**config.mk**
```make
export PLATFORM = sky130hd
export DESIGN_NAME = fwft_fifo
export DESIGN_NICKNAME = d
export VERILOG_FILES = /design/src/rtl/fwft_fifo.sv
export SDC_FILE = /design/constraint.sdc
export NUM_CORES = 1
export LEC_CHECK = 0
export CAP_MARGIN = 10
export CORE_AREA = 2 2 108 162
export CTS_BUF_LIST = sky130_fd_sc_hd__clkbuf_4
export DETAILED_ROUTE_END_ITERATION = 12
export DIE_AREA = 0 0 110 164
export PLACE_DENSITY = 0.63
export SLEW_MARGIN = 20
export SYNTH_ARGS = -nofsm -noshare
export SYNTH_HDL_FRONTEND = slang
export SYNTH_SLANG_ARGS = --single-unit
```
**constraint.sdc**
```tcl
create_clock -name clk -period 6.1 [get_ports clk]
set_clock_uncertainty 0.05 [all_clocks]
set_input_delay 1.525 -clock clk [delete_from_list [all_inputs] [get_ports clk]]
set_output_delay 1.525 -clock clk [all_outputs]
set_load 0.005 [all_outputs]
```
**src/rtl/fwft_fifo.sv**
```systemverilog
// First-word-fall-through FIFO: DEPTH-entry array with a registered read port feeding one output register.
// Define FIFO_ERR_FLAGS_EN to build the sticky overflow/underflow flags; otherwise both ports are tied to 0.
module fwft_fifo #(
   parameter int DATA_WIDTH = 8,
   parameter int ADDR_WIDTH = 4,
   parameter int AF_THRESH  = (1 << ADDR_WIDTH) - 2,
   parameter int AE_THRESH  = 2
) (
   input  logic                  clk,
   input  logic                  rst_n,
   input  logic                  flush,
   input  logic [DATA_WIDTH-1:0] in_data,
   input  logic                  in_valid,
   output logic                  in_ready,
   output logic [DATA_WIDTH-1:0] out_data,
   output logic                  out_valid,
   input  logic                  out_ready,
   output logic [ADDR_WIDTH:0]   count,
   output logic                  almost_full,
   output logic                  almost_empty,
   output logic                  overflow,
   output logic                  underflow
);

   localparam int DEPTH = 1 << ADDR_WIDTH;
   localparam logic [ADDR_WIDTH:0] DEPTH_C = (ADDR_WIDTH+1)'(DEPTH);
   localparam logic [ADDR_WIDTH:0] AF_C    = (ADDR_WIDTH+1)'(AF_THRESH);
   localparam logic [ADDR_WIDTH:0] AE_C    = (ADDR_WIDTH+1)'(AE_THRESH);
   localparam logic [ADDR_WIDTH:0] ONE_C   = (ADDR_WIDTH+1)'(1);

   logic [DATA_WIDTH-1:0] mem_q [DEPTH];
   logic [ADDR_WIDTH:0]   wr_ptr_q, wr_ptr_d;
   logic [ADDR_WIDTH:0]   rd_ptr_q, rd_ptr_d;
   logic [ADDR_WIDTH:0]   count_q, count_d;
   logic                  rd_valid_q, rd_valid_d;
   logic                  out_valid_q, out_valid_d;
   logic [DATA_WIDTH-1:0] rd_data_q;
   logic [DATA_WIDTH-1:0] out_data_q;

   logic push, pop, mem_nonempty, rd_load, out_load;

   always_comb begin
      push         = in_valid && in_ready;
      pop          = out_valid_q && out_ready;
      mem_nonempty = (wr_ptr_q != rd_ptr_q);
      // Refill the output register when it empties or pops; refill the read stage behind it the same way.
      out_load     = rd_valid_q && (!out_valid_q || pop);
      rd_load      = mem_nonempty && (!rd_valid_q || out_load);

      wr_ptr_d    = wr_ptr_q;
      rd_ptr_d    = rd_ptr_q;
      count_d     = count_q;
      rd_valid_d  = rd_valid_q;
      out_valid_d = out_valid_q;

      if (flush) begin
         wr_ptr_d    = '0;
         rd_ptr_d    = '0;
         count_d     = '0;
         rd_valid_d  = 1'b0;
         out_valid_d = 1'b0;
      end else begin
         if (push)    wr_ptr_d = wr_ptr_q + ONE_C;
         if (rd_load) rd_ptr_d = rd_ptr_q + ONE_C;
         if (rd_load)       rd_valid_d = 1'b1;
         else if (out_load) rd_valid_d = 1'b0;
         if (out_load) out_valid_d = 1'b1;
         else if (pop) out_valid_d = 1'b0;
         if (push && !pop)      count_d = count_q + ONE_C;
         else if (!push && pop) count_d = count_q - ONE_C;
      end
   end

   always_ff @(posedge clk or negedge rst_n) begin
      if (!rst_n) begin
         wr_ptr_q    <= '0;
         rd_ptr_q    <= '0;
         count_q     <= '0;
         rd_valid_q  <= 1'b0;
         out_valid_q <= 1'b0;
      end else begin
         wr_ptr_q    <= wr_ptr_d;
         rd_ptr_q    <= rd_ptr_d;
         count_q     <= count_d;
         rd_valid_q  <= rd_valid_d;
         out_valid_q <= out_valid_d;
      end
   end

   // Payload path carries no reset; validity is tracked solely by the flags above.
   always_ff @(posedge clk) begin
      if (push && !flush) mem_q[wr_ptr_q[ADDR_WIDTH-1:0]] <= in_data;
      if (rd_load)        rd_data_q <= mem_q[rd_ptr_q[ADDR_WIDTH-1:0]];
      if (out_load)       out_data_q <= rd_data_q;
   end

   assign in_ready     = (count_q < DEPTH_C);
   assign out_data     = out_data_q;
   assign out_valid    = out_valid_q;
   assign count        = count_q;
   assign almost_full  = (count_q >= AF_C);
   assign almost_empty = (count_q <= AE_C);

`ifdef FIFO_ERR_FLAGS_EN
   logic overflow_q, underflow_q;

   always_ff @(posedge clk or negedge rst_n) begin
      if (!rst_n) begin
         overflow_q  <= 1'b0;
         underflow_q <= 1'b0;
      end else begin
         if (in_valid && !in_ready)    overflow_q  <= 1'b1;
         if (out_ready && !out_valid_q) underflow_q <= 1'b1;
      end
   end

   assign overflow  = overflow_q;
   assign underflow = underflow_q;
`else
   assign overflow  = 1'b0;
   assign underflow = 1'b0;
`endif

endmodule

```
==> impl_metrics.py, run 1 <==
metrics = {
    "clocking": {
        "cts_setup_buffers": 0,
        "insertion_delay_ns": 0.52,
        "h-tree-depth": 4,
        "clk_pin_slew_ns": 0.13,
        "hold_buffers": 0,
        "cts-buffers-inserted": 17,
        "clockBufferDepth": 2,
        "clock-sinks": 161,
        "cts_root_buf": "clkbuf_4",
        "cts_resized": 0,
        "cts_tree": "yes",
    },
    "place": {
        "placed_area_um2": 6974,
        "routabilityCongestion": 0.7679,
        "port_buffers": 29,
        "place_hpwl_um": 7715,
    },
    "sta": {
        "fin_crit_ns": 3.981,
        "tightest_slew_ns": 0.9194,
        "slew_headroom_pct": 38.48,
        "finalSetupTns_ns": 0,
        "drv_slew": 0,
        "clock.fmax_mhz": 251.2,
        "finalHoldViolations": 0,
        "rsz0062_at_grt": "false",
        "final.period_utilization_pct": 65.26,
        "finalSetupViolations": 0,
    },
    "critical_path": {
        "rrSetupSlack_ns": 3.17,
        "crit_arrival_ns": 4.39,
        "crit_required_ns": 6.51,
        "crit_path_start_kind": "input pin",
        "critPathMaxStageDelay_ns": 0.63,
        "crit_chain": "clkdlybuf4s50_1 > nor2b_1 > nand2_1 > fa_1 > a21o_1 > a21oi_1 > nand3_1 > or3_1 > a31oi_1",
        "cp_max_fo": 11,
        "slowest_stage": "nor2b_1",
        "cp_num_buf_inv": 1,
        "crit_path_end_kind": "register",
        "crit_type": "in2reg",
        "cp_top_family": "simple AND/OR/NAND/NOR gates",
    },
    "route": {
        "drtIter0Drc": 159,
        "dr.pass1.iters": 6,
        "routedWlPerCell_um": 19.28,
        "viasPerCell": 5.141,
        "wl_um": 11340,
        "route.detailed.drc": 0,
        "num_vias": 3023,
        "ant_nets": 0,
    },
    "logic_synthesis": {
        "synth_seq_cells": 161,
        "async_flop_share_pct": 10.56,
        "synth_cell_types": 34,
        "seq_area_frac_synth_pct": 72.72,
        "ys.flop_type": "edfxtp_1",
        "syn_area_per_cell_um2": 19.79,
        "netlist_area_um2": 6531,
        "syn-instance-count": 330,
        "yosysTopAreaCellShare_pct": 66.21,
        "synth_top_cell_by_area": "edfxtp_1",
        "synth.most_common_cell": "edfxtp_1",
        "synth_common_cells": "edfxtp_1, nor2_1, mux4_2",
        "synth.area.top_cells": "edfxtp_1, mux4_1, mux4_2",
        "yosysWarnings": 0,
        "synth_edf_count": 144,
    },
    "floorplan": {
        "die_area_um2": 18040,
        "num_rows": 58,
        "initial_core_util_pct": 39.30,
        "die_y_um": 164,
        "die_w_um": 110,
        "design.core.area_um2": 16620,
        "io_pins": 32,
    },
    "cells_and_area": {
        "final_nets": 387,
        "drive_gt1_share_pct": 14.06,
        "nFillCells": 1393,
        "syn2layout_area_growth_pct": 11.44,
        "stdcell_area_um2": 7278,
    },
    "power": {
        "p_per_area_nw_per_um2": 353.6,
        "power.leakage_nw": 2.370,
        "irDropWorstVdd_uv": 183.8,
    },
    "grt": {
        "antenna_found_initial": 1,
        "grt_pass1_vias": 3156,
        "grt_max_degree": 37,
        "grt_overflow": 0,
        "grt_pass1_wl_um": 17970,
        "grt_usage_pct": 13.96,
    },
    "run_status": {
        "outcome": "finished clean",
    },
    "min_path": {
        "hold_class": "reg2reg",
    },
    "run": {
        "cap_violations": 0,
    },
}
==> worst reg2reg max path: stages, from the launching register on <==
cell and delay [ns]:
dfrtp_1 0.45, nor2b_1 0.62, nand2_1 0.31, fa_1 0.50
a21o_1 0.20, a21oi_1 0.17, nand3_1 0.11, or3_1 0.31
a31oi_1 0.13
==> cell families (layout without fill, tap and decap cells) <==
group / after synthesis / in the layout / synth area share, %
flops: 161 / 161 / 72.72
fa+ha+maj: 10 / 10 / 2.031
compound gates: 13 / 13 / 1.188
simple gates: 66 / 66 / 4.425
other cells: 1 / 3 / 0.05742
xor+xnor: 15 / 15 / 2.012
mux: 43 / 43 / 15.34
buf+inv: 21 / 67 / 2.222
==> placed cells by master, fill, tap and decap left out, types with 3 or more instances in the layout <==
cell	instances
a21oi_1	5
bufinv_16	3
clkbuf_4	18
clkdlybuf4s50_1	29
clkinv_1	3
clkinv_4	3
clkinvlp_4	3
dfrtp_1	16
edfxtp_1	144
ha_1	9
inv_1	4
mux2i_1	3
mux4_1	19
mux4_2	21
nand2_1	14
nand3_1	6
nor2_1	34
nor2b_1	4
or3_1	3
xnor2_1	9
xor2_1	6
==> metal layers <==
metal  global-route usage (%)  vias up  share of wire, %
met3                    3.810       12               3.9
met4                    5.351        0               1.6
met1                    15.75     1547                38
met2                    24.74       74                56
li1                         -     1390                 -
met5                        0        -                 0
==> cell type report <==
cell class                      instances  area, µm²  area share [%]
Sequential cell                       161       4753           65.31
Multi-Input combinational cell        149       1640           22.54
Timing Repair Buffer                   31      305.3           4.195
Tap cell                              210      262.8           3.610
Clock inverter                         14      163.9           2.252
Clock buffer                           18      135.1           1.857
Inverter                                4      15.01          0.2063
Antenna cell                            1      2.502         0.03438
==> sequential cells by signal, indices dropped and copies added (netlist names) <==
| register | flops |
|---|---|
| rd_valid_q | 1 |
| wr_ptr_q | 5 |
| rd_ptr_q | 5 |
| out_data | 8 |
| rd_data_q | 8 |
| mem_q | 128 |
| out_valid | 1 |
| count | 5 |
==> metrics by stage <==
| stage | hold WS, ns | power [mW] | setup WS (ns) | instances | util [%] |
|---|---|---|---|---|---|
| floorplan | 0.3503 | 1.785 | 2.527 | 331 | - |
| global placement | 0.3513 | 1.952 | 1.667 | 555 | 41.97 |
| detailed placement | 0.3561 | 1.975 | 1.562 | 555 | 41.97 |
| CTS | 0.3868 | 2.614 | 2.157 | 587 | 43.77 |
| global route | 0.3885 | 2.716 | 1.861 | 588 | 43.80 |
| finish | 0.3845 | 2.574 | 2.119 | 588 | 43.80 |
==> worst paths after layout <==
check	to	start	cells past startpoint
max	count[4]	in_valid	9
min	out_data[2]	rd_data_q[2]	0
max reg2reg	count[4]	count[4]	8
min reg2reg	out_data[2]	rd_data_q[2]	0
max in group asynchronous	rd_ptr_q[0]	rst_n	1
min in group asynchronous	count[2]	rst_n	1
==> power breakdown <==
group | switching (mW) | internal (mW)
logic | 0.225 | 0.293
registers | 0.0994 | 1.32
clock network | 0.353 | 0.287
(Power assumes the default switching activity.)
==> run 2: changes to the inputs <==
--- a/config.mk
+++ b/config.mk
@@ -10,7 +10,7 @@
 export CTS_BUF_LIST = sky130_fd_sc_hd__clkbuf_4
 export DETAILED_ROUTE_END_ITERATION = 12
 export DIE_AREA = 0 0 110 164
-export PLACE_DENSITY = 0.63
+export PLACE_DENSITY = 0.65
 export SLEW_MARGIN = 20
 export SYNTH_ARGS = -nofsm -noshare
 export SYNTH_HDL_FRONTEND = slang
==> constraint.sdc (replaced) <==
create_clock -name clk -period 3.4 [get_ports clk]
set_clock_uncertainty 0.05 [all_clocks]
set_input_delay 0.85 -clock clk [delete_from_list [all_inputs] [get_ports clk]]
set_output_delay 0.85 -clock clk [all_outputs]
set_load 0.005 [all_outputs]
==> run 2 against run 1 <==
Compared with the run above:
- final cell count grew 3.2%
- critical path depth shrank 7
- first-iteration DRC count rose by 22%
- non-clock buffer count is 19 higher
==> impl_metrics.py, run 2 (same netlist as run 1, synthesis figures left out) <==
metrics = {
    "cells_and_area": {
        "layout_commonest_cell": "edfxtp_1",
        "final_nets": 406,
        "final_cells": 607,
        "final_cell_mix": "edfxtp_1, nor2_1, clkdlybuf4s50_1",
        "drive_gt1_share_pct": 18.94,
        "syn2layout_area_growth_pct": 14.04,
        "nFillCells": 1426,
        "largest_register_ffs": 128,
    },
    "place": {
        "place_hpwl_um": 8130,
        "routabilityCongestion": 0.7456,
        "port_buffers": 29,
        "place_inst": 574,
    },
    "critical_path": {
        "crit_chain": "a2111oi_0 > clkdlybuf4s50_1",
        "critPathMaxStageDelay_ns": 0.57,
        "crit_arrival_ns": 2.00,
        "slowest_stage": "clkdlybuf4s50_1",
        "crit_type": "reg2out",
        "crit_path_end_kind": "primary output",
        "cp_top_family": "buffers and inverters",
        "crit_path_start_kind": "register",
        "cp_max_fo": 6,
        "cp_num_buf_inv": 1,
        "crit_required_ns": 2.50,
    },
    "floorplan": {
        "initial_core_util_pct": 39.30,
        "die_w_um": 110,
        "die_y_um": 164,
        "io_pins": 32,
        "num_rows": 58,
        "design.core.area_um2": 16620,
        "die_area_um2": 18040,
    },
    "clocking": {
        "cts_root_buf": "clkbuf_4",
        "clock-sinks": 161,
        "clockBufferDepth": 2,
        "cts_tree": "yes",
        "hold_buffers": 0,
        "clk_pin_slew_ns": 0.14,
        "cts-buffers-inserted": 17,
        "h-tree-depth": 4,
        "cts_setup_buffers": 0,
        "insertion_delay_ns": 0.54,
        "cts_resized": 0,
    },
    "sta": {
        "rsz0062_at_grt": "false",
        "finalHoldViolations": 0,
        "fin_crit_ns": 2.899,
        "slew_headroom_pct": 46.12,
        "holdWs_ns": 0.3784,
        "finalSetupTns_ns": 0,
        "clock.fmax_mhz": 345.0,
        "tightest_slew_ns": 0.8057,
        "finalSetupViolations": 0,
        "final.period_utilization_pct": 85.26,
        "drv_slew": 0,
    },
    "route": {
        "dr.pass1.iters": 4,
        "ant_nets": 0,
        "drtIter0Drc": 194,
        "route.detailed.drc": 0,
        "routedWlPerCell_um": 19.82,
        "wl_um": 12030,
        "viasPerCell": 5.145,
        "num_vias": 3123,
    },
    "power": {
        "p_seq_share_pct": 53.3,
        "switching_share_pct": 27.80,
        "p_switching_mw": 1.302,
        "irDropWorstVdd_uv": 256.2,
        "clkPwrFrac_pct": 25.0,
        "power.internal_mw": 3.381,
        "power.leakage_nw": 2.493,
        "power_frac_comb_pct": 21.7,
        "p_per_area_nw_per_um2": 628.8,
    },
    "grt": {
        "antenna_found_initial": 1,
        "grt_pass1_vias": 3270,
        "grt_overflow": 0,
        "grt_pass1_wl_um": 18510,
        "grt_max_degree": 37,
        "grt_usage_pct": 14.53,
    },
    "run_status": {
        "outcome": "finished clean",
    },
    "run": {
        "cap_violations": 0,
    },
    "min_path": {
        "hold_class": "reg2reg",
    },
}
[run 2: changes by cell type in the layout (fill, tap and decap cells not counted)]
cell / previous run / this run
buf_12: 0 / 2
buf_4: 2 / 19
bufinv_16: 3 / 2
clkbuf_4: 18 / 17
clkinv_1: 3 / 0
clkinv_2: 1 / 3
clkinv_4: 3 / 1
clkinv_8: 0 / 1
clkinvlp_4: 3 / 1
dfrtp_2: 0 / 1
dfrtp_4: 1 / 0
inv_6: 1 / 4
inv_8: 0 / 3
[run 2: per-stage QoR]
| stage | total power, mW | setup WS (ns) | utilization [%] | instance area [µm²] |
|---|---|---|---|---|
| floorplan | 3.202 | 0.5016 | - | 6535 |
| global placement | 3.540 | 0.2949 | 42.98 | 7142 |
| detailed placement | 3.579 | 0.1421 | 42.98 | 7142 |
| CTS | 4.746 | 0.4501 | 44.81 | 7446 |
| global route | 4.927 | 0.3539 | 44.82 | 7448 |
| finish | 4.683 | 0.5011 | 44.82 | 7448 |
[run 2: worst paths after layout]
check,depth (start not counted),endpoint,slack (ns),startpoint
min in group asynchronous,1,rd_ptr_q[3],0.71,rst_n
max in group asynchronous,1,rd_ptr_q[0],2.05,rst_n
worst max register to register,3,rd_data_q[6],0.98,rd_ptr_q[0]
worst max-delay path,2,almost_empty,0.50,count[1]
worst min register to register,0,out_data[7],0.38,rd_data_q[7]
worst min-delay path,0,out_data[7],0.38,rd_data_q[7]
[run 2: area by class of cell]
cell class	count	area [µm²]	area share, %
flip-flops and latches	161	4751	63.78
multi-input cells	149	1640	22.02
repair buffers	50	473.0	6.350
well taps	210	262.8	3.528
clock inverters	15	176.4	2.369
clock buffers	17	127.6	1.713
inverters	4	15.01	0.2016
diodes	1	2.502	0.03360
[run 2: power by group through the flow]
| stage | logic [mW] | clock network (mW) | registers [mW] |
|---|---|---|---|
| after floorplan | 0.721 | 0 | 2.48 |
| after global placement | 1.01 | 0 | 2.53 |
| after detailed placement | 1.03 | 0 | 2.55 |
| after CTS | 1.03 | 1.21 | 2.50 |
| after global routing | 1.12 | 1.29 | 2.52 |
| final | 1.01 | 1.17 | 2.50 |
[run 2: worst register-to-register path, stage by stage, from the launching register on]
cell	delay [ns]
dfrtp_2	0.74
buf_12	0.27
mux4_1	0.63
mux4_2	0.49
[run 2: layer usage]
metal  part of all wire, %  vias up  track usage (%)
met5                     0        -                0
li1                      -     1424                -
met2                    55       74            25.15
met3                   3.6       19            3.492
met4                   2.5        0            6.674
met1                    39     1606            16.76
